$ cat config.mk
export PLATFORM = sky130hd
export DESIGN_NAME = instr_encoder
export DESIGN_NICKNAME = d
export VERILOG_FILES = /design/src/rtl/instr_encoder.sv
export SDC_FILE = /design/constraint.sdc
export NUM_CORES = 1
export LEC_CHECK = 0
export BUFFER_PORTS_ARGS = -buffer_cell sky130_fd_sc_hd__buf_2
export CORE_ASPECT_RATIO = 1.25
export CORE_MARGIN = 5
export CORE_UTILIZATION = 53
export DETAILED_ROUTE_END_ITERATION = 16
export GPL_TIMING_DRIVEN = 0
export HOLD_SLACK_MARGIN = 0.12
export PLACE_DENSITY = 0.76
export SKIP_LAST_GASP = 1
export SLEW_MARGIN = 40
export SYNTH_ARGS = -nofsm -noshare
export SYNTH_HDL_FRONTEND = slang
export SYNTH_SLANG_ARGS = --single-unit
$ cat constraint.sdc
create_clock -name clk -period 2.4 [get_ports clk]
set_input_delay 0 -clock clk [delete_from_list [all_inputs] [get_ports clk]]
set_output_delay 0 -clock clk [all_outputs]
set_load 0.01 [all_outputs]
$ cat src/rtl/instr_encoder.sv
// Token-stream program loader: encodes mnemonic tokens into 16-bit DSP
// instruction words and writes them to consecutive program-memory addresses.
module instr_encoder #(
   parameter int ADDR_W = 8,
   parameter int DEPTH  = 256
) (
   input  logic              clk,
   input  logic              reset,
   input  logic              start,
   input  logic [ADDR_W-1:0] base_addr,
   input  logic              tok_valid,
   output logic              tok_ready,
   input  logic [4:0]        tok_op,
   input  logic [3:0]        tok_shift,
   input  logic [7:0]        tok_arg,
   input  logic              tok_last,
   output logic              pm_we,
   output logic [ADDR_W-1:0] pm_addr,
   output logic [15:0]       pm_wdata,
   output logic              busy,
   output logic              done,
   output logic              err,
   output logic [1:0]        err_code,
   output logic [ADDR_W:0]   word_count
);

   typedef enum logic [2:0] {S_IDLE, S_RUN, S_WRITE, S_DONE, S_ERROR} state_t;

   localparam logic [ADDR_W:0] DEPTH_C = (ADDR_W+1)'(DEPTH);

   state_t              state_q, state_d;
   logic [ADDR_W-1:0]   addr_q, addr_d;
   logic [ADDR_W:0]     count_q, count_d;
   logic [ADDR_W-1:0]   pm_addr_q, pm_addr_d;
   logic [15:0]         pm_wdata_q, pm_wdata_d;
   logic [1:0]          err_code_q, err_code_d;
   logic                last_q, last_d;

   logic [15:0]         enc_word;
   logic                op_illegal, op_fixed, op_shift, op_direct, range_err;
   logic [7:0]          dir_arg;

   assign dir_arg = {1'b0, tok_arg[6:0]};

   always_comb begin
      enc_word   = 16'h0000;
      op_illegal = 1'b0;
      op_fixed   = 1'b0;
      op_shift   = 1'b0;
      op_direct  = 1'b1;
      case (tok_op)
         5'd0:  begin enc_word = 16'h7F88; op_fixed = 1'b1; op_direct = 1'b0; end
         5'd1:  begin enc_word = {4'h0, tok_shift, dir_arg}; op_shift = 1'b1; end
         5'd2:  enc_word = {8'h60, dir_arg};
         5'd3:  enc_word = {8'h61, dir_arg};
         5'd4:  enc_word = {8'h79, dir_arg};
         5'd5:  begin enc_word = 16'h7F8F; op_fixed = 1'b1; op_direct = 1'b0; end
         5'd6:  begin enc_word = {4'h2, tok_shift, dir_arg}; op_shift = 1'b1; end
         5'd7:  begin enc_word = {8'h7E, tok_arg}; op_direct = 1'b0; end
         5'd8:  enc_word = {8'h6F, dir_arg};
         5'd9:  enc_word = {8'h6A, dir_arg};
         5'd10: enc_word = {8'h6C, dir_arg};
         5'd11: enc_word = {8'h6D, dir_arg};
         5'd12: enc_word = {8'h7A, dir_arg};
         5'd13: begin enc_word = 16'h7F8E; op_fixed = 1'b1; op_direct = 1'b0; end
         5'd14: begin enc_word = 16'h7F90; op_fixed = 1'b1; op_direct = 1'b0; end
         5'd15: begin enc_word = {4'h1, tok_shift, dir_arg}; op_shift = 1'b1; end
         5'd16: begin enc_word = 16'h7F89; op_fixed = 1'b1; op_direct = 1'b0; end
         default: begin op_illegal = 1'b1; op_direct = 1'b0; end
      endcase
   end

   // Fixed-word ops ignore both fields; LACK takes a full 8-bit constant.
   assign range_err = (op_direct && tok_arg[7]) ||
                      (!op_fixed && !op_shift && (tok_shift != 4'h0));

   always_comb begin
      state_d    = state_q;
      addr_d     = addr_q;
      count_d    = count_q;
      pm_addr_d  = pm_addr_q;
      pm_wdata_d = pm_wdata_q;
      err_code_d = err_code_q;
      last_d     = last_q;
      if (start) begin
         state_d    = S_RUN;
         addr_d     = base_addr;
         count_d    = '0;
         err_code_d = 2'd0;
      end else begin
         case (state_q)
            S_RUN: begin
               if (tok_valid) begin
                  if (op_illegal) begin
                     state_d    = S_ERROR;
                     err_code_d = 2'd1;
                  end else if (range_err) begin
                     state_d    = S_ERROR;
                     err_code_d = 2'd2;
                  end else if (count_q == DEPTH_C) begin
                     state_d    = S_ERROR;
                     err_code_d = 2'd3;
                  end else begin
                     pm_wdata_d = enc_word;
                     pm_addr_d  = addr_q;
                     last_d     = tok_last;
                     state_d    = S_WRITE;
                  end
               end
            end
            S_WRITE: begin
               addr_d  = addr_q + 1'b1;
               count_d = count_q + 1'b1;
               state_d = last_q ? S_DONE : S_RUN;
            end
            default: ;
         endcase
      end
   end

   always_ff @(posedge clk) begin
      if (reset) begin
         state_q    <= S_IDLE;
         addr_q     <= '0;
         count_q    <= '0;
         pm_addr_q  <= '0;
         pm_wdata_q <= '0;
         err_code_q <= 2'd0;
         last_q     <= 1'b0;
      end else begin
         state_q    <= state_d;
         addr_q     <= addr_d;
         count_q    <= count_d;
         pm_addr_q  <= pm_addr_d;
         pm_wdata_q <= pm_wdata_d;
         err_code_q <= err_code_d;
         last_q     <= last_d;
      end
   end

   assign tok_ready  = (state_q == S_RUN);
   assign pm_we      = (state_q == S_WRITE);
   assign busy       = (state_q == S_RUN) || (state_q == S_WRITE);
   assign done       = (state_q == S_DONE);
   assign err        = (state_q == S_ERROR);
   assign err_code   = err_code_q;
   assign pm_addr    = pm_addr_q;
   assign pm_wdata   = pm_wdata_q;
   assign word_count = count_q;

endmodule

After elaboration in Yosys (flattened, before gate mapping)
Index checks and enable logic that the tools add are counted.
{"block": "totals", "regBits": 47, "in_bits": 30, "output_inout_bits": 40}
{"block": "classes", "n_addsub": 2, "n_eq_ne": 24, "mux": 16, "n_bitwise": 3, "reduce_logical": 21}
{"cell": "$pmux 15 s17", "count": 1}
{"cell": "$eq 5x4->1 const B", "count": 8}
{"cell": "$eq 5x3->1 const B", "count": 4}
{"cell": "$reduce_or 17->1", "count": 1}
{"cell": "$mux 8", "count": 2}
{"cell": "$mux 3", "count": 4}
{"cell": "$reduce_or 11->1", "count": 1}
{"cell": "$eq 5x2->1 const B", "count": 2}
{"cell": "$add 9x1->9 const B", "count": 1}
{"cell": "$eq 9x9->1 const B", "count": 1}
{"cell": "$add 8x1->8 const B", "count": 1}
{"cell": "$mux 2", "count": 4}
{"cell": "$eq 3x2->1 const B", "count": 2}
{"cell": "$pmux 3 s2", "count": 1}
{"cell": "$reduce_and 6->1", "count": 1}
{"cell": "$eq 5x1->1 const B", "count": 1}
{"cell": "$eq 5x5->1 const B", "count": 1}
{"cell": "$logic_not 5->1", "count": 1}
{"cell": "$reduce_or 5->1", "count": 1}
{"cell": "$mux 1", "count": 4}
{"cell": "$reduce_and 2->1", "count": 2}
{"cell": "$reduce_bool 2->1", "count": 2}
{"cell": "$reduce_bool 4->1", "count": 1}
{"cell": "$eq 3x1->1 const B", "count": 1}
{"cell": "12 further kinds", "count": 18}

Depth between registers and ports, before layout
{"block": "logic_depth", "word_depth": 12, "depth_mapped": 8, "ltp_nobuf": 7}

Worst setup path after synthesis
OpenSTA, ideal clock, no wires.
{"block": "synth_timing", "kind": "reg2reg", "startpoint": "reg count_q[0] (netlist: word_count[0])", "endpoint": "reg pm_wdata_q[1] (netlist: pm_wdata[1])", "setup_time_ps": 128, "arrival_time_ps": 1834, "t_required_ps": 2272, "setup_slack_ps": 438, "stages_incl_launch_ff": 9, "path_buffers": 1, "path_cell_list": "dfxtp_1 -> inv_1 -> ha_1 -> nor4b_1 -> and4_1 -> or3_4 -> buf_4 -> o211ai_1 -> o41ai_2"}
{"block": "synth_via", "elab_chain_len": 3}
{"element": "start, declared", "line_no": "33", "rtl": "logic [ADDR_W:0] count_q, count_d;"}
{"element": "start signal, assigned", "line_no": "133", "rtl": "count_q <= count_d;"}
{"element": "$eq 9x9->1", "line_no": "100", "rtl": "end else if (count_q == DEPTH_C) begin"}
{"element": "$not 1->1 (no source line)"}
{"element": "$reduce_and 6->1 (no source line)"}
{"element": "end signal, assigned", "line_no": "135", "rtl": "pm_wdata_q <= pm_wdata_d;"}
{"element": "end, declared", "line_no": "35", "rtl": "logic [15:0] pm_wdata_q, pm_wdata_d;"}
No other way between the ends.
A chain may end at the register's enable or synchronous reset.

Worst setup path in the final report
{"block": "layout_timing", "startpoint": "in tok_op[3]", "endpoint": "reg err_code_q[0] (netlist: err_code[0])"}
{"block": "layout_via", "elab_chain_len": 9, "elab_cells_between_ends": 34, "classes_between": "eq/ne (17); mux (5); reduce/logical (12)"}
{"element": "start, declared", "line_no": "13", "rtl": "input logic [4:0] tok_op,"}
{"element": "$eq 5x5->1, or another cell as far along", "line_no": "51", "rtl": "case (tok_op)"}
{"element": "$reduce_or 5->1 (no source line) or $reduce_or 3->1 (tied branches)"}
{"element": "$mux 1", "line_no": "51"}
{"element": "$logic_not 1->1", "line_no": "75", "rtl": "(!op_fixed && !op_shift && (tok_shift != 4'h0));"}
{"element": "$logic_and 1x1->1 (2 in a row)", "line_no": "75"}
{"element": "$logic_or 1x1->1", "line_no": "74", "rtl": "assign range_err = (op_direct && tok_arg[7]) ||"}
{"element": "$ne 3x1->1 (no source line) or $mux 2 (tied branches)"}
{"element": "$reduce_and 3->1 (no source line) or $mux 2 (tied branches)"}
{"element": "end signal, assigned", "line_no": "136", "rtl": "err_code_q <= err_code_d;"}
{"element": "end, declared", "line_no": "36", "rtl": "logic [1:0] err_code_q, err_code_d;"}
Parallel ways exist; a longest one is shown, timed or not.

==> impl_results.md <==
- Status: finished clean
- Crit Path Class: in -> reg
- Root buf cell: clkbuf_8
- Routed via count: 2855
- Diodes inserted: 0
- First-pass GRT wire length: 12.5 mm
- Hold slack final: 0.163 ns
- Die width: 73.6 um
- PwrDens: 489 mW/mm^2
- Cells after DPL: 461
- Hold Crit Class: in -> reg
- Dpl hpwl: 5.72 mm
- TNS Setup: 0 ns
- Proportion of layout cells with a drive suffix above 1: 25.0%
- Post-Syn Instances: 333
- Routed Antenna Nets: 0
- Design Area, Final: 0.00333 sq mm
- Initial antenna violation count: 0
- YS warnings: 0
- Starting Density: 53.5%
- Largest cells by area after synthesis: dfxtp_1, a21oi_1, o21ai_0, nor2_1, nand2_1
- CTS tree: yes
- Largest net degree at the start of global routing: 15
- Primary FF master, synth: dfxtp_1
- GRT overflow: 0
- Critical path launch point type: primary input
- Max Transition Viols Final: 0
- Routed WL: 7.76 mm
- Final setup fails: 0
- Total track usage: 24.2%
- Clock transition at path regs: 0.08 ns
- Die ar.: 0.00659 sq mm
- Number of port buffers: 66
- Clock Skew: 0.00731 ns
- Fin crit period: 2.14 ns
- Routed length per instance: 16.1 um
- Final core utilization: 66.5%
- Vias per cell: 5.92
- Critical path endpoint category: register
- Residual DRC count: 0
- GPL Wtd Cong: 0.928
- Worst slew margin: 51.6%
- Critical path arrival: 2.33 ns
- Leading area contributor after synthesis: dfxtp_1
- Area delta synth->final: 24.2%
- Syn nets: 366
- Post-CTS Resized: 0
- P_leak: 1.38 nW
- H-tree depth: 2
- Least-Margin Pin Slew: 0.720 ns
- RSZ-0062 raised after global routing: false
- Post-synth EDFFs: 0
- Post-CTS Repair Setup Buffers: 0
- Final Cycle Share: 89.3%
- IO Pins: 70
- Post-synth ARST share: 0%
- Vias in the first global route: 2724
- Post-synth top area share: 34.4%
- Synth unique cells: 60
- Final Hold Viols: 0
- FILL cells: 462
- Syn Area/Cell: 8.05 sq um
- Req. time, crit path: 2.59 ns
- Cts bufs inserted: 5
- Maximum vdd drop: 394 uV
- Final nets: 452
- Initial drt markers: 202
- FMAX: 0.467 GHz
- Clk buf depth: 2
- Syn Std Cell Area: 0.00268 sq mm
- Die extent in y: 89.5 um
- Seq cells post-synth: 46
- Total of max-cap violations: 0
- Clk Latency, worst-skew pair: 0.30 ns
- Area of placed instances: 0.00309 sq mm
- CTS sink cnt: 46
- Worst-path maximum fanout: 10
- Non-Filler Instances: 482
- Sequential share of the synthesized area: 34.4%
- DR pass1 iterations: 7
- Core ar.: 0.00501 sq mm
- Row Count: 29
[report_power, final]
group          switching, mW  internal (mW)  leakage, nW  total [mW]
combinational          0.165          0.106        0.959       0.271
sequential            0.0122          0.775        0.373       0.787
clock                  0.260          0.311       0.0514       0.570
[logic make-up after synthesis]
| family | share of synthesized area [%] |
|---|---|
| DFF | 34.4 |
| other | 0.140 |
| adders and majority gates | 1.40 |
| xor gates and xnor gates | 3.92 |
| buffers and inverters | 6.40 |
| AOI/OAI and AO/OA | 25.6 |
| and+or+nand+nor | 25.9 |
| muxes | 2.24 |
[sequential cells by signal (all words and copies together), names as in the netlist]
signal,count
addr_q,8
last_q,1
word_count,9
pm_addr,8
state_q,3
err_code,2
pm_wdata,15
[critical path: stages]
cell and delay [ns]:
dlygate4sd3_1 0.53, buf_2 0.15, buf_2 0.18, nor4_1 0.66
nor2_1 0.19, or2_2 0.36, a21oi_1 0.18, nor3_1 0.07
[metal layers]
metal | wire (um) | vias up | GRT usage [%]
met2 | 3870 | 120 | 43.0
met4 | 284 | 0 | 13.2
met3 | 487 | 24 | 4.16
met1 | 3120 | 1328 | 27.2
li1 | - | 1383 | -
met5 | 0 | - | 0
[cell usage in the layout, fill, tap and decap left out, types with 3 or more instances in the layout]
master         Yosys  final
nor2_1            29     29
o31ai_1            3      3
nor3_1             8      8
nand3_1           14     14
a21oi_1           35     35
inv_1             12     12
buf_4              4      4
nor2b_1            5      5
o211ai_1           6      6
and2_1             4      4
buf_2              5     71
ha_1               3      3
xor2_1             5      5
nor4_1             4      4
a211oi_1           4      4
nand4_1           11     11
or3_1              6      6
nand2b_1           8      8
mux2i_1            6      6
clkbuf_8           0      5
nand2_1           19     19
dlygate4sd3_1      0     13
a31o_2             4      4
a31oi_1            3      3
o21ai_0           30     30
clkbuf_1          11     12
dfxtp_1           46     46
xnor2_1            7      7
[cell usage after synthesis, types with 2 or more instances]
cell type / instances
o211ai_1: 6
buf_4: 4
inv_1: 12
mux2i_1: 6
nand2_1: 19
a21oi_1: 35
clkbuf_1: 11
o31ai_1: 3
buf_1: 2
xnor2_1: 7
nor2_1: 29
and2_1: 4
buf_2: 5
nand2b_1: 8
xor2_1: 5
and3_1: 2
and4_1: 2
ha_1: 3
or2_2: 2
or3_1: 6
o41ai_2: 2
a211oi_1: 4
a31oi_1: 3
o21ai_0: 30
dfxtp_1: 46
nor3b_1: 2
nand4_1: 11
buf_6: 2
a31o_2: 4
nand3_1: 14
nor2b_1: 5
nor4_1: 4
nor3_1: 8
[final cells by class]
type                            instances  area [sq um]  area share, %
Tap cell                               62          77.6           2.33
Buffer                                 24           126           3.80
Clock buffer                            6          72.6           2.18
Sequential cell                        46           921           27.7
Inverter                               12          45.0           1.35
Multi-Input combinational cell        251          1590           47.7
Clock inverter                          2          37.5           1.13
Timing Repair Buffer                   79           460           13.8
[per-stage QoR]
step	total power [mW]	setup slack (ns)
2_1_floorplan	0.968	0.438
3_3_place_gp	1.05	0.345
3_5_place_dp	1.05	0.331
4_1_cts	1.63	0.299
5_1_grt	1.70	0.151
6_report	1.63	0.257
[worst paths after layout]
check | startpoint | endpoint | slack [ns] | depth (start not counted)
setup / recovery | tok_op[3] | err_code[0]$_SDFFE_PP0P_ | 0.26 | 8
hold / removal | reset | addr_q[7]$_SDFFE_PP0P_ | 0.16 | 2
setup reg to reg | word_count[0]$_SDFFE_PP0P_ | pm_wdata[3]$_SDFFE_PP0P_ | 0.31 | 8
hold reg to reg | err_code[1]$_SDFFE_PP0P_ | err_code[1]$_SDFFE_PP0P_ | 0.47 | 2
[what timing repair did]
item / CTS / global route
setup endpoints to repair: 0 / 0
endpoints found under the hold margin: 12 / 0
hold buffers: 13 / 0
(Power assumes the default switching activity.)
